File: config.mk
export PLATFORM = sky130hd
export DESIGN_NAME = sprite_palette_bank
export DESIGN_NICKNAME = d
export VERILOG_FILES = /design/src/rtl/sprite_palette_bank.sv
export SDC_FILE = /design/constraint.sdc
export NUM_CORES = 1
export LEC_CHECK = 0
export BUFFER_PORTS_ARGS = -buffer_cell sky130_fd_sc_hd__clkbuf_2
export CAP_MARGIN = 20
export CORE_MARGIN = 2
export CORE_UTILIZATION = 62
export CTS_CLUSTER_SIZE = 8
export DETAILED_ROUTE_END_ITERATION = 8
export HOLD_SLACK_MARGIN = 0.03
export PLACE_DENSITY = 0.78
export RECOVER_POWER = 50
export SYNTH_ARGS = -nofsm -noshare
export SYNTH_HDL_FRONTEND = slang
export SYNTH_SLANG_ARGS = --single-unit
File: constraint.sdc
create_clock -name Clk -period 2.7 [get_ports Clk]
set_input_delay 0.405 -clock Clk [delete_from_list [all_inputs] [get_ports Clk]]
set_output_delay 0.405 -clock Clk [all_outputs]
set_load 0.02 [all_outputs]
File: src/rtl/sprite_palette_bank.sv
// Multi-palette runtime-writable colour lookup with one-cycle registered output.
// Optional macro PALETTE_FADE_EN enables a per-frame right-shift fade of the output colour.
module sprite_palette_bank #(
   parameter int unsigned IDX_W           = 4,
   parameter int unsigned CH_W            = 4,
   parameter int unsigned NUM_PAL         = 4,
   parameter int unsigned TRANSPARENT_IDX = 0,
   localparam int unsigned PW = (NUM_PAL > 1) ? $clog2(NUM_PAL) : 1
) (
   input  logic                Clk,
   input  logic                reset_n,
   input  logic                wr_en,
   input  logic [PW-1:0]       wr_pal,
   input  logic [IDX_W-1:0]    wr_idx,
   input  logic [3*CH_W-1:0]   wr_rgb,
   input  logic [PW-1:0]       pal_sel,
   input  logic [1:0]          fade,
   input  logic                frame_start,
   input  logic                px_valid,
   input  logic [IDX_W-1:0]    px_idx,
   output logic                out_valid,
   output logic [CH_W-1:0]     red,
   output logic [CH_W-1:0]     green,
   output logic [CH_W-1:0]     blue,
   output logic                out_transparent
);

   localparam int unsigned ENTRIES = 1 << IDX_W;
   localparam int unsigned RGB_W   = 3 * CH_W;
   localparam int unsigned SHIFT   = CH_W - IDX_W;
   localparam logic [PW:0] NUM_PAL_W = (PW + 1)'(NUM_PAL);
   localparam logic [IDX_W-1:0] TRANSP_W = IDX_W'(TRANSPARENT_IDX);

   // Reset contents: grey ramp scaled to the channel width.
   function automatic logic [RGB_W-1:0] grey(input int unsigned i);
      logic [CH_W-1:0] ch;
      ch = CH_W'(i) << SHIFT;
      return {ch, ch, ch};
   endfunction

   logic [RGB_W-1:0] mem_q [NUM_PAL][ENTRIES];
   logic [RGB_W-1:0] mem_d [NUM_PAL][ENTRIES];
   logic [PW-1:0]    active_pal_q, active_pal_d;
   logic             out_valid_q, out_valid_d;
   logic [RGB_W-1:0] rgb_q, rgb_d;
   logic             transp_q, transp_d;
   logic             wr_ok;
   logic             bypass;
   logic [RGB_W-1:0] entry;
   logic [RGB_W-1:0] shaded;

   assign wr_ok  = wr_en && ({1'b0, wr_pal} < NUM_PAL_W);
   assign bypass = wr_en && (wr_pal == active_pal_q) && (wr_idx == px_idx);

`ifdef PALETTE_FADE_EN
   logic [1:0] fade_q, fade_d;

   always_comb begin
      fade_d = fade_q;
      if (frame_start) fade_d = fade;
   end

   always_ff @(posedge Clk or negedge reset_n) begin
      if (!reset_n) fade_q <= 2'd0;
      else          fade_q <= fade_d;
   end

   assign shaded = {entry[RGB_W-1 -: CH_W] >> fade_q,
                    entry[2*CH_W-1 -: CH_W] >> fade_q,
                    entry[CH_W-1 -: CH_W] >> fade_q};
`else
   logic unused_fade;
   assign unused_fade = ^fade;
   assign shaded      = entry;
`endif

   // Palette storage next-state and frame-boundary palette switch.
   always_comb begin
      mem_d = mem_q;
      if (wr_ok) mem_d[wr_pal][wr_idx] = wr_rgb;
      active_pal_d = active_pal_q;
      if (frame_start && ({1'b0, pal_sel} < NUM_PAL_W)) active_pal_d = pal_sel;
   end

   // Lookup with write-first bypass against the current active palette.
   always_comb begin
      entry = mem_q[active_pal_q][px_idx];
      if (bypass) entry = wr_rgb;
      out_valid_d = px_valid;
      rgb_d       = rgb_q;
      transp_d    = transp_q;
      if (px_valid) begin
         rgb_d    = shaded;
         transp_d = (px_idx == TRANSP_W);
      end
   end

   always_ff @(posedge Clk or negedge reset_n) begin
      if (!reset_n) begin
         for (int unsigned p = 0; p < NUM_PAL; p++) begin
            for (int unsigned i = 0; i < ENTRIES; i++) begin
               mem_q[p][i] <= grey(i);
            end
         end
         active_pal_q <= '0;
         out_valid_q  <= 1'b0;
         rgb_q        <= '0;
         transp_q     <= 1'b0;
      end else begin
         mem_q        <= mem_d;
         active_pal_q <= active_pal_d;
         out_valid_q  <= out_valid_d;
         rgb_q        <= rgb_d;
         transp_q     <= transp_d;
      end
   end

   assign out_valid       = out_valid_q;
   assign red             = rgb_q[RGB_W-1 -: CH_W];
   assign green           = rgb_q[2*CH_W-1 -: CH_W];
   assign blue            = rgb_q[CH_W-1 -: CH_W];
   assign out_transparent = transp_q;

endmodule

# Word-level counts from Yosys, hierarchy flattened
# Cells that the tools add are included.
# classes
magnitude_cmp	6
n_eq_ne	2
n_mux	12
bitwise	4
n_reduce_logical	5
# ops
op	count
768-bit bitwise mux	1
192-bit 2-to-1 mux	3
192-bit binary-select mux with 2-bit select	1
192-bit demux with 2-bit select	1
12-bit binary-select mux with 4-bit select	1
12-bit demux with 4-bit select	1
12-bit 2-to-1 mux	4
5-bit >= comparator, second input constant	2
4-bit inverter with 5-bit output	2
3-bit >= comparator, second input constant	2
2-bit inverter with 3-bit output	2
5-bit by 1-bit less-than comparator with 1-bit output, second input constant	1
4-bit == test	1
1-bit logical AND	4
4-bit logical NOT	1
3-bit by 1-bit less-than comparator with 1-bit output, second input constant	1
2-bit == test	1
# totals
ff_bits	784
elab_cells	97

# Longest topological paths before layout
# logic_depth
depth_word	8
ltp_mapped	10

# Worst setup path after synthesis
# OpenSTA, ideal clock, no wires.
# synth_timing
path_kind	input port to flip-flop
from	in px_idx[0]
to	reg rgb_q[5]
setup_time_ns	0.129
arrival_ns	2.093
path_slack_ns	0.478
stages	7
n_path_buf	2
path_cell_list	buf_2 -> clkbuf_1 -> mux4_2 -> a22o_1 -> a211oi_2 -> a211oi_1 -> o41a_1
# synth_between
elab_chain_cells	5
# synth_rtl
item	line	rtl
start, declared	20	input logic [IDX_W-1:0] px_idx,
4-bit inverter with 5-bit output (not written as such)	87	entry = mem_q[active_pal_q][px_idx];
12-bit binary-select mux with 4-bit select	87	
12-bit 2-to-1 mux (not written as such) (2 in a row)	87	
12-bit 2-to-1 mux *	88	if (bypass) entry = wr_rgb;
end signal, assigned	113	rgb_q <= rgb_d;
end, declared	45	logic [RGB_W-1:0] rgb_q, rgb_d;
# Mark *: on every way between the ends. The rest lies on a longest branch, timed or not. The select of a mux whose other input is x is not followed.
# A chain may end at the register's enable or synchronous reset.

# Worst setup path after layout
# layout_timing
from	reg active_pal_q[1]
to	reg rgb_q[3]
# layout_between
elab_chain_cells	8
# layout_rtl
item	line	rtl
start, declared	43	logic [PW-1:0] active_pal_q, active_pal_d;
start signal, assigned	111	active_pal_q <= active_pal_d;
2-bit inverter with 3-bit output (not written as such)	87	
192-bit binary-select mux with 2-bit select	87	
192-bit 2-to-1 mux (not written as such) (2 in a row)	87	
12-bit binary-select mux with 4-bit select	87	
12-bit 2-to-1 mux (not written as such) (2 in a row)	87	
12-bit 2-to-1 mux *	88	
# Marks and branches as above.

==> results_tabular.tex <==
\begin{tabular}{lr}
\hline
Metric & Value \\
\hline
\multicolumn{2}{l}{\textbf{Outcome}} \\
Result of the run & complete, but fails checks \\
Failing checks & max-capacitance violations, max-slew violations, negative setup slack \\
\multicolumn{2}{l}{\textbf{Synthesis}} \\
Synth unique cells & 52 \\
Mapped Avg Cell Area & 15.2 sq um \\
Most instantiated flip-flop cell in the synthesis netlist & dfrtp\_1 \\
Number of synthesized flops with an enable pin & 0 \\
Total of warnings raised by yosys & 0 \\
Gate Count Post-Synth & 2385 \\
Post-synth net total & 2416 \\
Seq cells post-synth & 784 \\
Share of synthesized registers carrying an async set or reset & 1.00 \\
Combined area of all synthesized cells & 36300 sq um \\
Sequential fraction of the synthesis area & 0.553 \\
\multicolumn{2}{l}{\textbf{Clock tree}} \\
TritonCTS clock tree & yes \\
TritonCTS sink count & 784 \\
CTS H-tree lvls & 3 \\
Root Buffer & clkbuf\_16 \\
Maximum root-to-sink buffer count & 3 \\
Number of CTS-inserted buffers & 107 \\
Clock slew at reported path FFs & 0.05 ns \\
Clock latency reported for the late side of the worst-skew pair & 0.67 ns \\
\multicolumn{2}{l}{\textbf{Worst setup path}} \\
Critical Path End Type & flip-flop \\
Highest net fanout along the worst path & 11 \\
Startpoint of the worst setup timing path & active\_pal\_q[1] \\
Data arrival at the endpoint of the critical path & 3.29 ns \\
Worst flop-to-flop path startpoint & active\_pal\_q[1] \\
Kind of critical path & flip-flop to flip-flop \\
Data required time of the critical path & 3.29 ns \\
Worst Setup Start Kind & flip-flop \\
\multicolumn{2}{l}{\textbf{Routing}} \\
Count of vias placed by the detailed router & 22000 \\
Count of routing violations after the opening detailed-route iteration & 1688 \\
Drc violations & 0 \\
Drt total wl & 94200 um \\
Total iterations of the first detailed-routing run & 5 \\
Post-route ant nets & 0 \\
Routed length per instance & 27.7 um \\
Average vias per placed instance & 6.48 \\
\multicolumn{2}{l}{\textbf{STA}} \\
Min cycle time layout & 2.71 ns \\
Final Cycle Share & 1.00 \\
Final Worst Setup Slack & -0.00696 ns \\
Pin slew with the least headroom to its limit & 2.13 ns \\
Worst rel slew slack & -0.417 \\
Final count of hold timing violations & 0 \\
Highest attainable clock frequency & 0.369 GHz \\
Total setup violations reported at the end of the flow & 2 \\
Final setup skew & 0.0328 ns \\
Setup TNS & -0.0105 ns \\
Max-slew violations & 60 \\
Unrepaired setup endpoints after global routing & no \\
\multicolumn{2}{l}{\textbf{Place}} \\
Input/output buffers & 42 \\
Instance area after placement & 38500 sq um \\
Placed cell count & 3188 \\
Final Wtd Congestion & 0.915 \\
Detailed placer's ending HPWL & 60700 um \\
\multicolumn{2}{l}{\textbf{Pwr}} \\
Total power after layout & 31.8 mW \\
Power share of the combinational group & 0.143 \\
Cell-internal power & 23.9 mW \\
Switching power total & 7.85 mW \\
Leakage power & 18.3 nW \\
Maximum vdd drop & 614 uV \\
Clock group share of total power & 0.394 \\
Fraction of power spent switching nets & 0.247 \\
Part of the power in registers & 0.463 \\
Power density over the cells & 763 nW/um\^{}2 \\
\multicolumn{2}{l}{\textbf{Worst hold path}} \\
Origin of the worst min-delay path & px\_valid \\
Path class of the lowest-slack min-delay path & input port to flip-flop \\
\multicolumn{2}{l}{\textbf{Floorplan}} \\
Total Die Area & 60600 sq um \\
X dimension of the die & 246 um \\
Cell row count & 88 \\
Top Ports & 45 \\
Starting utilization of the core area & 0.629 \\
Core Box Area & 57800 sq um \\
Die Span Y & 246 um \\
\multicolumn{2}{l}{\textbf{Final layout}} \\
Syn-to-layout area delta & 14.5\% \\
Layout Cells excl Fill & 3403 \\
Number of nets in the layout & 2577 \\
Post-layout instance area & 41600 sq um \\
Layout cells sized above 1 & 0.633 \\
\multicolumn{2}{l}{\textbf{Global route}} \\
Global-route wire length before repair & 146000 um \\
Total global-route track usage & 0.321 \\
Initial antenna violation count & 3 \\
Number of global-route vias before repair & 23900 \\
Aggregate global routing overflow & 0 \\
Maximum number of pins on one net before global-route repair & 95 \\
\multicolumn{2}{l}{\textbf{Flow run}} \\
Max-capacitance violation count & 1 \\
\hline
\end{tabular}
path summary, 6_finish.rpt:
path	end	slack (ns)	cells after the start
worst min register to register	mem_q[166]	0.50	1
max in group asynchronous	mem_q[275]	0.20	3
worst max register to register	rgb_q[3]	-0.007	6
worst max-delay path	rgb_q[3]	-0.007	6
min in group asynchronous	mem_q[164]	0.94	2
worst min-delay path	out_transparent	0.13	3
metrics by stage:
step / utilization / hold slack [ns] / worst slack (ns)
global placement: 0.666 / 0.456 / -0.125
finish: 0.720 / 0.129 / -0.00696
CTS: 0.722 / 0.114 / 0.00194
detailed placement: 0.666 / 0.457 / -0.140
floorplan: - / 0.109 / 0.478
global route: 0.720 / 0.159 / 0.00661
registers in the layout, indices dropped and copies added, names as in the netlist:
name,cells
rgb_q,12
out_transparent,1
out_valid,1
mem_q,768
active_pal_q,2
Yosys cell counts, types with 3 or more instances:
cell,instances,area [sq um]
a211o_1,3,26.3
a211oi_1,10,75.1
a21oi_1,17,85.1
a221oi_1,8,70.1
a22o_1,7,61.3
a22oi_1,35,263
a31oi_1,7,43.8
and2_1,3,18.8
buf_1,3,11.3
buf_2,49,245
buf_4,9,67.6
buf_6,10,113
clkbuf_1,161,604
dfrtp_1,400,10000
dfstp_2,384,10100
mux2_2,773,8700
mux2i_1,121,1210
mux4_2,147,3310
nand2_1,69,259
nand2b_1,4,25.0
nand3_1,16,80.1
nand3b_1,4,30.0
nor2_1,37,139
nor2b_1,7,43.8
nor3_1,6,30.0
nor4_1,4,25.0
o221ai_1,12,105
o22a_1,6,52.6
o22ai_1,24,150
o41a_1,4,45.0
or2_2,5,31.3
or3_1,5,31.3
xnor2_1,6,52.6
repair_timing:
item	CTS	global route
gates resized for setup	0	2
setup buffers	5	0
endpoints found under the setup margin	9	2
hold buffers	5	0
endpoints found under the hold margin	8	0
power groups by stage:
stage          registers, mW  logic, mW  clock network, mW
2_1_floorplan           14.5       3.10                  0
3_3_place_gp            14.7       4.29                  0
3_5_place_dp            14.9       4.47                  0
4_1_cts                 14.7       4.55               12.7
5_1_grt                 14.9       4.85               13.2
6_report                14.7       4.55               12.5
logic make-up after synthesis:
logic type             synth area share
AND/OR/NAND/NOR                  0.0222
flip-flops                        0.553
multiplexers                      0.364
AO/OA/AOI/OAI                    0.0299
XOR/XNOR                        0.00145
buffers and inverters            0.0294
worst max-delay path, stage by stage, from the launching register on:
cell and delay [ns]:
dfrtp_4 0.59, buf_4 0.24, or3b_1 0.64, o221ai_1 0.42, a221oi_1 0.16, or3_1 0.41, a31oi_1 0.15
final cells by class:
type / instances / area, sq um
Clock inverter: 4 / 53.8
Inverter: 3 / 11.3
Timing Repair Buffer: 285 / 2230
Multi-Input combinational cell: 1365 / 15200
Clock buffer: 195 / 3070
Sequential cell: 784 / 20100
Fill cell: 3599 / 16200
Tap cell: 765 / 957
Antenna cell: 2 / 5.00
cell usage in the layout, fill, tap and decap left out, types with 16 or more instances in the layout:
| cell | synthesis | routed |
|---|---|---|
| nand2_1 | 69 | 69 |
| mux4_2 | 147 | 147 |
| dfstp_2 | 384 | 384 |
| clkbuf_16 | 0 | 110 |
| a21oi_1 | 17 | 17 |
| mux2_2 | 773 | 772 |
| clkbuf_2 | 0 | 46 |
| mux2i_1 | 121 | 121 |
| buf_12 | 0 | 26 |
| dfrtp_1 | 400 | 398 |
| buf_4 | 9 | 159 |
| a22oi_1 | 35 | 35 |
| o22ai_1 | 24 | 23 |
| nand3_1 | 16 | 16 |
| nor2_1 | 37 | 37 |
| clkbuf_1 | 161 | 127 |
routing by layer:
layer  up-vias  track usage  routed length, um
li1       9205            -                  -
met1     11800        0.439              38700
met2       777        0.505              44900
met3       257       0.0613               6030
met4         2        0.146               4540
met5         -            0                 12
No activity file was read; power rests on OpenSTA's default activity.
